<file path="config.mk">
export PLATFORM = sky130hd
export DESIGN_NAME = accum_arbiter
export DESIGN_NICKNAME = d
export VERILOG_FILES = /design/src/rtl/accum_arb_pkg.sv /design/src/rtl/accum_datapath.sv /design/src/rtl/accum_arbiter.sv
export SDC_FILE = /design/constraint.sdc
export NUM_CORES = 1
export LEC_CHECK = 0
export BUFFER_PORTS_ARGS = -buffer_cell sky130_fd_sc_hd__buf_2
export CELL_PAD_IN_SITES_DETAIL_PLACEMENT = 2
export CELL_PAD_IN_SITES_GLOBAL_PLACEMENT = 2
export CORE_MARGIN = 5
export CORE_UTILIZATION = 29
export DETAILED_ROUTE_END_ITERATION = 6
export PLACE_DENSITY_LB_ADDON = 0.1
export SYNTH_ARGS = -nofsm -noshare
export SYNTH_HDL_FRONTEND = slang
export SYNTH_HIERARCHICAL = 1
export SYNTH_SLANG_ARGS = --single-unit
</file>
<file path="constraint.sdc">
create_clock -name clk -period 1.6 [get_ports clk]
set_input_delay 0.32 -clock clk [delete_from_list [all_inputs] [get_ports clk]]
set_output_delay 0.32 -clock clk [all_outputs]
set_load 0.1 [all_outputs]
</file>
<file path="src/rtl/accum_arb_pkg.sv">
// accum_arb_pkg: shared state encoding and default width for the accumulate arbiter.
package accum_arb_pkg;
  localparam int WIDTH_DEF = 8;
  typedef enum logic [1:0] {IDLE, LOAD, ADD, DONE} state_t;
endpackage

</file>
<file path="src/rtl/accum_datapath.sv">
// accum_datapath: operand mux/register, adder with carry-out, accumulator with sticky overflow.
module accum_datapath
  import accum_arb_pkg::*;
#(
  parameter int WIDTH = WIDTH_DEF
) (
  input  logic             clk,
  input  logic             reset,
  input  logic             sel,
  input  logic             load,
  input  logic             add_en,
  input  logic             clear,
  input  logic [WIDTH-1:0] d0,
  input  logic [WIDTH-1:0] d1,
  output logic [WIDTH-1:0] acc,
  output logic             overflow
);
  logic [WIDTH-1:0] operand;
  logic [WIDTH:0]   sum;
  assign sum = {1'b0, acc} + {1'b0, operand};
  always_ff @(posedge clk or negedge reset)
    if (!reset) begin
      operand  <= '0;
      acc      <= '0;
      overflow <= 1'b0;
    end else begin
      if (load) operand <= sel ? d1 : d0;
      if (clear) begin
        acc      <= '0;
        overflow <= 1'b0;
      end else if (add_en) begin
        acc      <= sum[WIDTH-1:0];
        overflow <= overflow | sum[WIDTH];
      end
    end
endmodule

</file>
<file path="src/rtl/accum_arbiter.sv">
// accum_arbiter: round-robin FSM sharing one accumulate datapath between two requesters.
module accum_arbiter
  import accum_arb_pkg::*;
#(
  parameter int WIDTH = WIDTH_DEF
) (
  input  logic             clk,
  input  logic             reset,
  input  logic [1:0]       req_valid,
  input  logic [WIDTH-1:0] req0_data,
  input  logic [WIDTH-1:0] req1_data,
  input  logic             clear,
  output logic [1:0]       req_ready,
  output logic [1:0]       grant,
  output logic             sel,
  output logic [WIDTH-1:0] acc_out,
  output logic             result_valid,
  output logic             overflow
);
  state_t state;
  logic   last_grant;
  logic   win;
  // on a tie the requester that did not complete last goes first
  assign win = &req_valid ? ~last_grant : req_valid[1];
  always_ff @(posedge clk or negedge reset)
    if (!reset) begin
      state      <= IDLE;
      grant      <= '0;
      sel        <= 1'b0;
      last_grant <= 1'b1;
    end else if (clear) begin
      state <= IDLE;
      grant <= '0;
    end else
      case (state)
        IDLE: if (|req_valid) begin
          state <= LOAD;
          sel   <= win;
          grant <= win ? 2'b10 : 2'b01;
        end
        LOAD: state <= ADD;
        ADD: begin
          state      <= DONE;
          last_grant <= sel;
        end
        DONE: begin
          state <= IDLE;
          grant <= '0;
        end
      endcase
  assign req_ready    = (state == LOAD && !clear) ? grant : 2'b00;
  assign result_valid = state == DONE;
  accum_datapath #(.WIDTH(WIDTH)) u_dp (
    .clk      (clk),
    .reset    (reset),
    .sel      (sel),
    .load     (state == LOAD && !clear),
    .add_en   (state == ADD && !clear),
    .clear    (clear),
    .d0       (req0_data),
    .d1       (req1_data),
    .acc      (acc_out),
    .overflow (overflow)
  );
endmodule

</file>
==> results of run 1 <==
flip-flops by register name (all words and copies together), names as in the netlist:
register	flops
u_dp/acc	8
u_dp/operand	8
grant	2
state	2
last_grant	1
sel	1
u_dp/overflow	1
cells in the mapped netlist, types with 2 or more instances:
library cell / number / area share
clkbuf_1: 2 / 0.0052
inv_1: 3 / 0.0078
xor2_1: 2 / 0.012
nand2b_1: 5 / 0.022
ha_1: 12 / 0.10
a21oi_1: 14 / 0.049
nor2_1: 15 / 0.039
o31ai_1: 2 / 0.010
nor2b_1: 3 / 0.013
nor3_1: 2 / 0.0070
dfrtp_1: 22 / 0.38
and2_1: 3 / 0.013
a211oi_1: 4 / 0.021
mux2i_1: 10 / 0.070
a22o_1: 2 / 0.012
mux2_2: 2 / 0.016
nand2_1: 9 / 0.024
xnor2_1: 3 / 0.018
o21ai_0: 3 / 0.010
a21o_1: 2 / 0.010
o21ai_1: 5 / 0.017
buf_2: 3 / 0.010
final cells by class:
| cell class | count | area [sq um] | area share |
|---|---|---|---|
| Tap cell | 67 | 83.8 | 0.0377 |
| Timing Repair Buffer | 62 | 467 | 0.210 |
| Clock buffer | 3 | 41.3 | 0.0186 |
| Clock inverter | 1 | 5.00 | 0.00225 |
| Inverter | 3 | 13.8 | 0.00619 |
| Multi-Input combinational cell | 110 | 1000 | 0.452 |
| Sequential cell | 23 | 609 | 0.274 |
kinds of logic (layout without fill, tap and decap cells):
group | after synthesis | after routing
and+or+nand+nor | 41 | 41
AOI/OAI and AO/OA | 37 | 37
DFF | 23 | 23
muxes | 14 | 14
adders and majority gates | 13 | 13
buffers and inverters | 8 | 69
xor gates and xnor gates | 5 | 5
path summary, 6_finish.rpt:
check / slack, ns / endpoint / depth (start not counted) / from
worst max register to register: -0.11 / u_dp/overflow / 6 / u_dp/acc[0]
min in group clk: 0.34 / u_dp/operand[3] / 3 / req1_data[3]
worst min register to register: 0.56 / u_dp/operand[5] / 2 / u_dp/operand[5]
max in group asynchronous: 1.16 / u_dp/acc[2] / 1 / reset
worst max-delay path: -0.11 / u_dp/overflow / 6 / u_dp/acc[0]
worst min-delay path: 0.02 / u_dp/overflow / 1 / reset
worst reg2reg max path: cells and delay by family (launching register included):
kind	cells	cell delay, ns
and+or+nand+nor	2	0.20
DFF	1	0.50
adders and majority gates	2	0.54
AOI/OAI and AO/OA	2	0.37
stage by stage:
| step | area [sq um] | setup TNS (ns) |
|---|---|---|
| floorplan | 1540 | -0.721 |
| global placement | 1990 | -0.0808 |
| detailed placement | 1990 | -0.426 |
| CTS | 2120 | -0.683 |
| global route | 2220 | -1.11 |
| finish | 2220 | -0.586 |
timing repair:
action,in CTS,in global routing
endpoints found under the hold margin,0,0
gates cloned,0,1
pin swaps,4,3
gates resized for setup,14,20
endpoints found under the setup margin,8,17
buffers inserted,5,3
routing by layer:
layer | up-vias | track usage | part of all wire
li1 | 622 | - | -
met1 | 630 | 0.186 | 0.46
met2 | 23 | 0.275 | 0.51
met3 | 2 | 0.0303 | 0.031
met4 | 0 | 0.0203 | 0.0032
met5 | - | 0 | 0
cells in the final DEF, fill, tap and decap left out, types with 4 or more instances in the layout:
cell and n:
a21oi_1 13, buf_4 24, buf_12 5, mux2i_1 10, dfrtp_1 10, dfrtp_4 7
nand2_1 9, buf_2 29, dfrtp_2 5, nor2_1 14, nand2b_1 4, ha_4 8
where the power goes:
part           switching, W  leakage (nW)  internal [W]
sequential         0.000194         0.266      0.000743
clock              0.000208        0.0255      0.000174
combinational      0.000859         0.672      0.000684
total               0.00126         0.963       0.00160
==> impl_metrics.csv, run 1 <==
group,metric,value,unit
clock_tree,insertion_delay,0.27,ns
floorplan,die_height,80.4,um
clock_tree,cts_sinks,23,
timing,worst_slew_pin_slew,0.547,ns
run,drv_cap,0,
floorplan,die_w,80.4,um
placement,hpwl,3.64,mm
grt,grt_start_max_net_pins,24,
worst_setup_path,crit_path_end_kind,"flip-flop",
worst_setup_path,required,1.76,ns
route,ant_nets,0,
worst_setup_path,critPathArrivalTime,1.87,ns
timing,fin_crit,1.71,ns
grt,track_usage,0.151,
yosys,ys_seq_elements,23,
timing,layout_setup_ws,-0.113,ns
floorplan,num_rows,25,
route,first_iter_violations,23,
placement,preCtsSetupSlack,-0.131,ns
clock_tree,clk_path_buf_depth,2,
grt,grt_pass1_wl,7.45,mm
clock_tree,clkSlewWorstSetupHoldPaths,0.09,ns
floorplan,core-area,4750,sq um
yosys,syn_inst,141,
final_layout,post-route-util,0.468,
yosys,synthMuxAreaShare,0.104,
timing,timing.final.crit_share,1.07,
timing,clock_skew,0.00516,ns
route,wl_per_cell,17.4,um
worst_setup_path,startpoint_type,"flip-flop",
timing,final_hold_viol_count,0,
yosys,synth-compound-area-share,0.174,
timing,max-slew-margin-rel,0.635,
timing,setup_viol,9,
route,drt_wl_total,4.69,mm
yosys,synth_warnings,6,
clock_tree,cts_tree,"yes",
outcome,failed_checks,"negative setup slack",
timing,timing.hold.ws,0.0242,ns
worst_setup_path,cpMaxStageDelayCell,"dfrtp_4",
worst_setup_path,worstPathBufferInverterCount,0,
route,route.detailed.drc,0,
yosys,synth_top_family_by_area,"compound AO/OA/AOI/OAI gates",
floorplan,start_util,0.302,
power,leakage,0.963,nW
grt,grt_overflow_total,0,
placement,port-buffer-count,35,
yosys,synth_cell_types,35,
grt,antenna_found_initial,0,
final_layout,fill_cells,514,
floorplan,dieArea,6460,sq um
timing,maxSlewViolCount,0,
clock_tree,holdBufCountCts,0,
final_layout,area_delta_synth_final,54.9,%
worst_setup_path,worstSetupPathType,"flip-flop to flip-flop",
placement,place_congestion,0.743,
yosys,async_flop_share,1.00,
yosys,synth-edff-count,0,
final_layout,fin_nets,237,
timing,rsz0062_at_grt,"true",
route,vias,1277,
yosys,synthAdderAreaFrac,0.118,
grt,grt_pass1_vias,1497,
yosys,yosys.area_share.simple,0.148,
worst_setup_path,slowest_delay,0.50,ns
final_layout,antennaDiodeCount,0,
power,pwr_density_cell,1290,nW/um^2
power,fin_total_pwr,0.00286,W
worst_setup_path,cpLargestDelayFamily,"adder cells",
floorplan,io_pins,36,
yosys,syn_nets,175,
final_layout,post_layout_nonfiller_instances,269,
outcome,status,"finished, violations left",
clock_tree,h-tree-depth,1,
yosys,syn_avg_cell_area,10.2,sq um
yosys,synth_xor_xnor_area_share,0.0305,
yosys,ys.flop_type,"dfrtp_1",
placement,dpl.cell_count,257,
timing,clock.fmax,584,MHz
final_layout,layout-drive-gt1-share,0.564,
min_path,worstHoldPathType,"primary input to async pin",
route,viasPerCell,4.75,
worst_setup_path,path_max_fanout,3,
power,peakVddDrop,0.000592,V
yosys,syn_area,1440,sq um
worst_setup_path,crit_chain,"ha_4 -> fa_2 -> nand3_2 -> a32oi_2 -> a2111oi_2 -> nor3_1",
route,drt-pass1-iter-count,4,
clock_tree,numCtsBuffers,3,
yosys,ys_seq_area_frac,0.402,
clock_tree,cts-root-buf,"clkbuf_8",
Power figures use the tool's default switching activity.
==> inputs of run 2 (changes only) <==
Settings changed: CORE_UTILIZATION 29 to 35, PLACE_DENSITY from default to 0.81, PLACE_DENSITY_LB_ADDON 0.1 to default.
Clock period 1.6 ns to 2.2 ns, I/O delays scaled along.
==> impl_metrics.csv, run 2 (synthesized netlist as in run 1, its figures left out) <==
group,metric,value,unit
power,leakage,0.828,nW
power,pwr_density_cell,1020,nW/um^2
clock_tree,holdBufCountCts,0,
timing,worst_slew_pin_slew,0.530,ns
route,wl_met3,173,um
clock_tree,cts_tree,"yes",
route,wl_per_cell,19.1,um
worst_setup_path,crit_chain,"inv_1 -> ha_1 -> nor2b_1 -> and2_2 -> buf_12",
timing,max-slew-margin-rel,0.646,
clock_tree,cts_resized,0,
timing,fin_crit,2.01,ns
final_layout,area_delta_synth_final,21.6,%
placement,place_congestion,0.807,
clock_tree,numCtsBuffers,3,
final_layout,reg_top3,"u_dp/acc x8, u_dp/operand x8",
timing,final_hold_viol_count,0,
worst_setup_path,worstSetupPathType,"flip-flop to output port",
power,peakVddDrop,0.000515,V
floorplan,io_pins,36,
route,first_iter_violations,35,
clock_tree,clkSlewWorstSetupHoldPaths,0.09,ns
final_layout,post_layout_nonfiller_instances,227,
min_path,worstHoldPathType,"primary input to async pin",
final_layout,fill_cells,454,
final_layout,post-route-util,0.437,
route,met1_length,1.84,mm
timing,maxSlewViolCount,0,
clock_tree,postCtsSetupBuffers,0,
clock_tree,clk_path_buf_depth,2,
placement,hpwl,3.29,mm
worst_setup_path,worstRegToRegCells,6,
worst_setup_path,slowest_delay,0.43,ns
clock_tree,cts-root-buf,"clkbuf_8",
timing,timing.hold.ws,0.133,ns
floorplan,core-area,4000,sq um
timing,setup_viol,0,
grt,grt_overflow_total,0,
floorplan,die_w,74.1,um
worst_setup_path,r2r-start,"u_dp/acc[0]",
worst_setup_path,startpoint_type,"flip-flop",
route,route.detailed.drc,0,
final_layout,final_cell_mix,"33 x buf_2, 20 x dfrtp_1, 15 x nor2_1",
worst_setup_path,cpMaxStageDelayCell,"dfrtp_1",
timing,timing.final.crit_share,0.913,
placement,dpl.cell_count,223,
floorplan,start_util,0.359,
grt,grt_pass1_wl,7.22,mm
worst_setup_path,critPathArrivalTime,1.57,ns
floorplan,num_rows,23,
worst_setup_path,cpLargestDelayFamily,"flip-flops",
final_layout,antennaDiodeCount,0,
final_layout,fin_nets,212,
worst_setup_path,worstPathBufferInverterCount,2,
worst_setup_path,crit_path_end_kind,"output port",
grt,grt_start_max_net_pins,24,
grt,grt_pass1_vias,1412,
grt,antenna_found_initial,0,
worst_setup_path,path_max_fanout,4,
timing,rsz0062_at_grt,"false",
run,drv_cap,0,
timing,clock.fmax,498,MHz
route,dr.max_layer_used,"met4",
timing,setup_tns,0,ns
floorplan,die_height,74.1,um
route,drt_wl_total,4.34,mm
worst_setup_path,required,1.76,ns
floorplan,dieArea,5480,sq um
final_layout,layout-drive-gt1-share,0.299,
route,viasPerCell,5.46,
clock_tree,insertion_delay,0.27,ns
placement,port-buffer-count,35,
worst_setup_path,timing.rr.end,"u_dp/overflow",
timing,clock_skew,0.00277,ns
outcome,status,"finished clean",
clock_tree,cts_sinks,23,
route,ant_nets,0,
clock_tree,h-tree-depth,1,
route,vias,1240,
final_layout,layout.cells.most_common,"buf_2",
worst_setup_path,r2r_slack,0.27,ns
route,drt-pass1-iter-count,4,
power,fin_total_pwr,0.00178,W
route,met2_length,2.25,mm
grt,track_usage,0.176,
run 2: changes by cell type in the layout (fill, tap and decap cells not counted), moves of 3 or more:
cell and change:
and2_4 -3, buf_12 -3, buf_2 +4, buf_4 -22, buf_6 -3, dfrtp_1 +10, dfrtp_2 -3, dfrtp_4 -7
ha_1 +11, ha_2 -3, ha_4 -8
run 2: area by class of cell:
cell class / count / area, sq um / area share
clock buffers: 4 / 45.0 / 0.0258
inverters: 3 / 11.3 / 0.00645
multi-input cells: 110 / 828 / 0.474
flip-flops and latches: 23 / 579 / 0.332
well taps: 50 / 62.6 / 0.0358
repair buffers: 37 / 220 / 0.126
run 2: through the flow:
step	instance area, sq um	worst slack (ns)
6_report	1750	0.191
5_1_grt	1750	0.0181
4_1_cts	1750	0.154
3_5_place_dp	1700	0.296
3_3_place_gp	1700	0.419
2_1_floorplan	1440	0.0302
run 2: power breakdown:
group          switching [W]  internal [W]
Clock               0.000151      0.000130
Sequential          0.000119      0.000530
Combinational       0.000559      0.000291
Total               0.000829      0.000951
run 2: worst max path at each step:
stage	startpoint	end	slack, ns	cells after the start
2_1_floorplan	u_dp/acc[2]	u_dp/acc[7]	0.03	5
3_3_place_gp	u_dp/acc[0]	u_dp/overflow	0.42	6
3_5_place_dp	u_dp/acc[0]	u_dp/overflow	0.30	6
4_1_cts	state[1]	req_ready[1]	0.15	5
5_1_grt	state[1]	req_ready[0]	0.02	5
6_report	state[1]	req_ready[1]	0.19	5
run 2: metal layers:
metal / GRT usage / vias to the layer above
li1: - / 576
met1: 0.215 / 629
met2: 0.311 / 29
met3: 0.0270 / 6
met4: 0.0624 / 0
met5: 0 / -
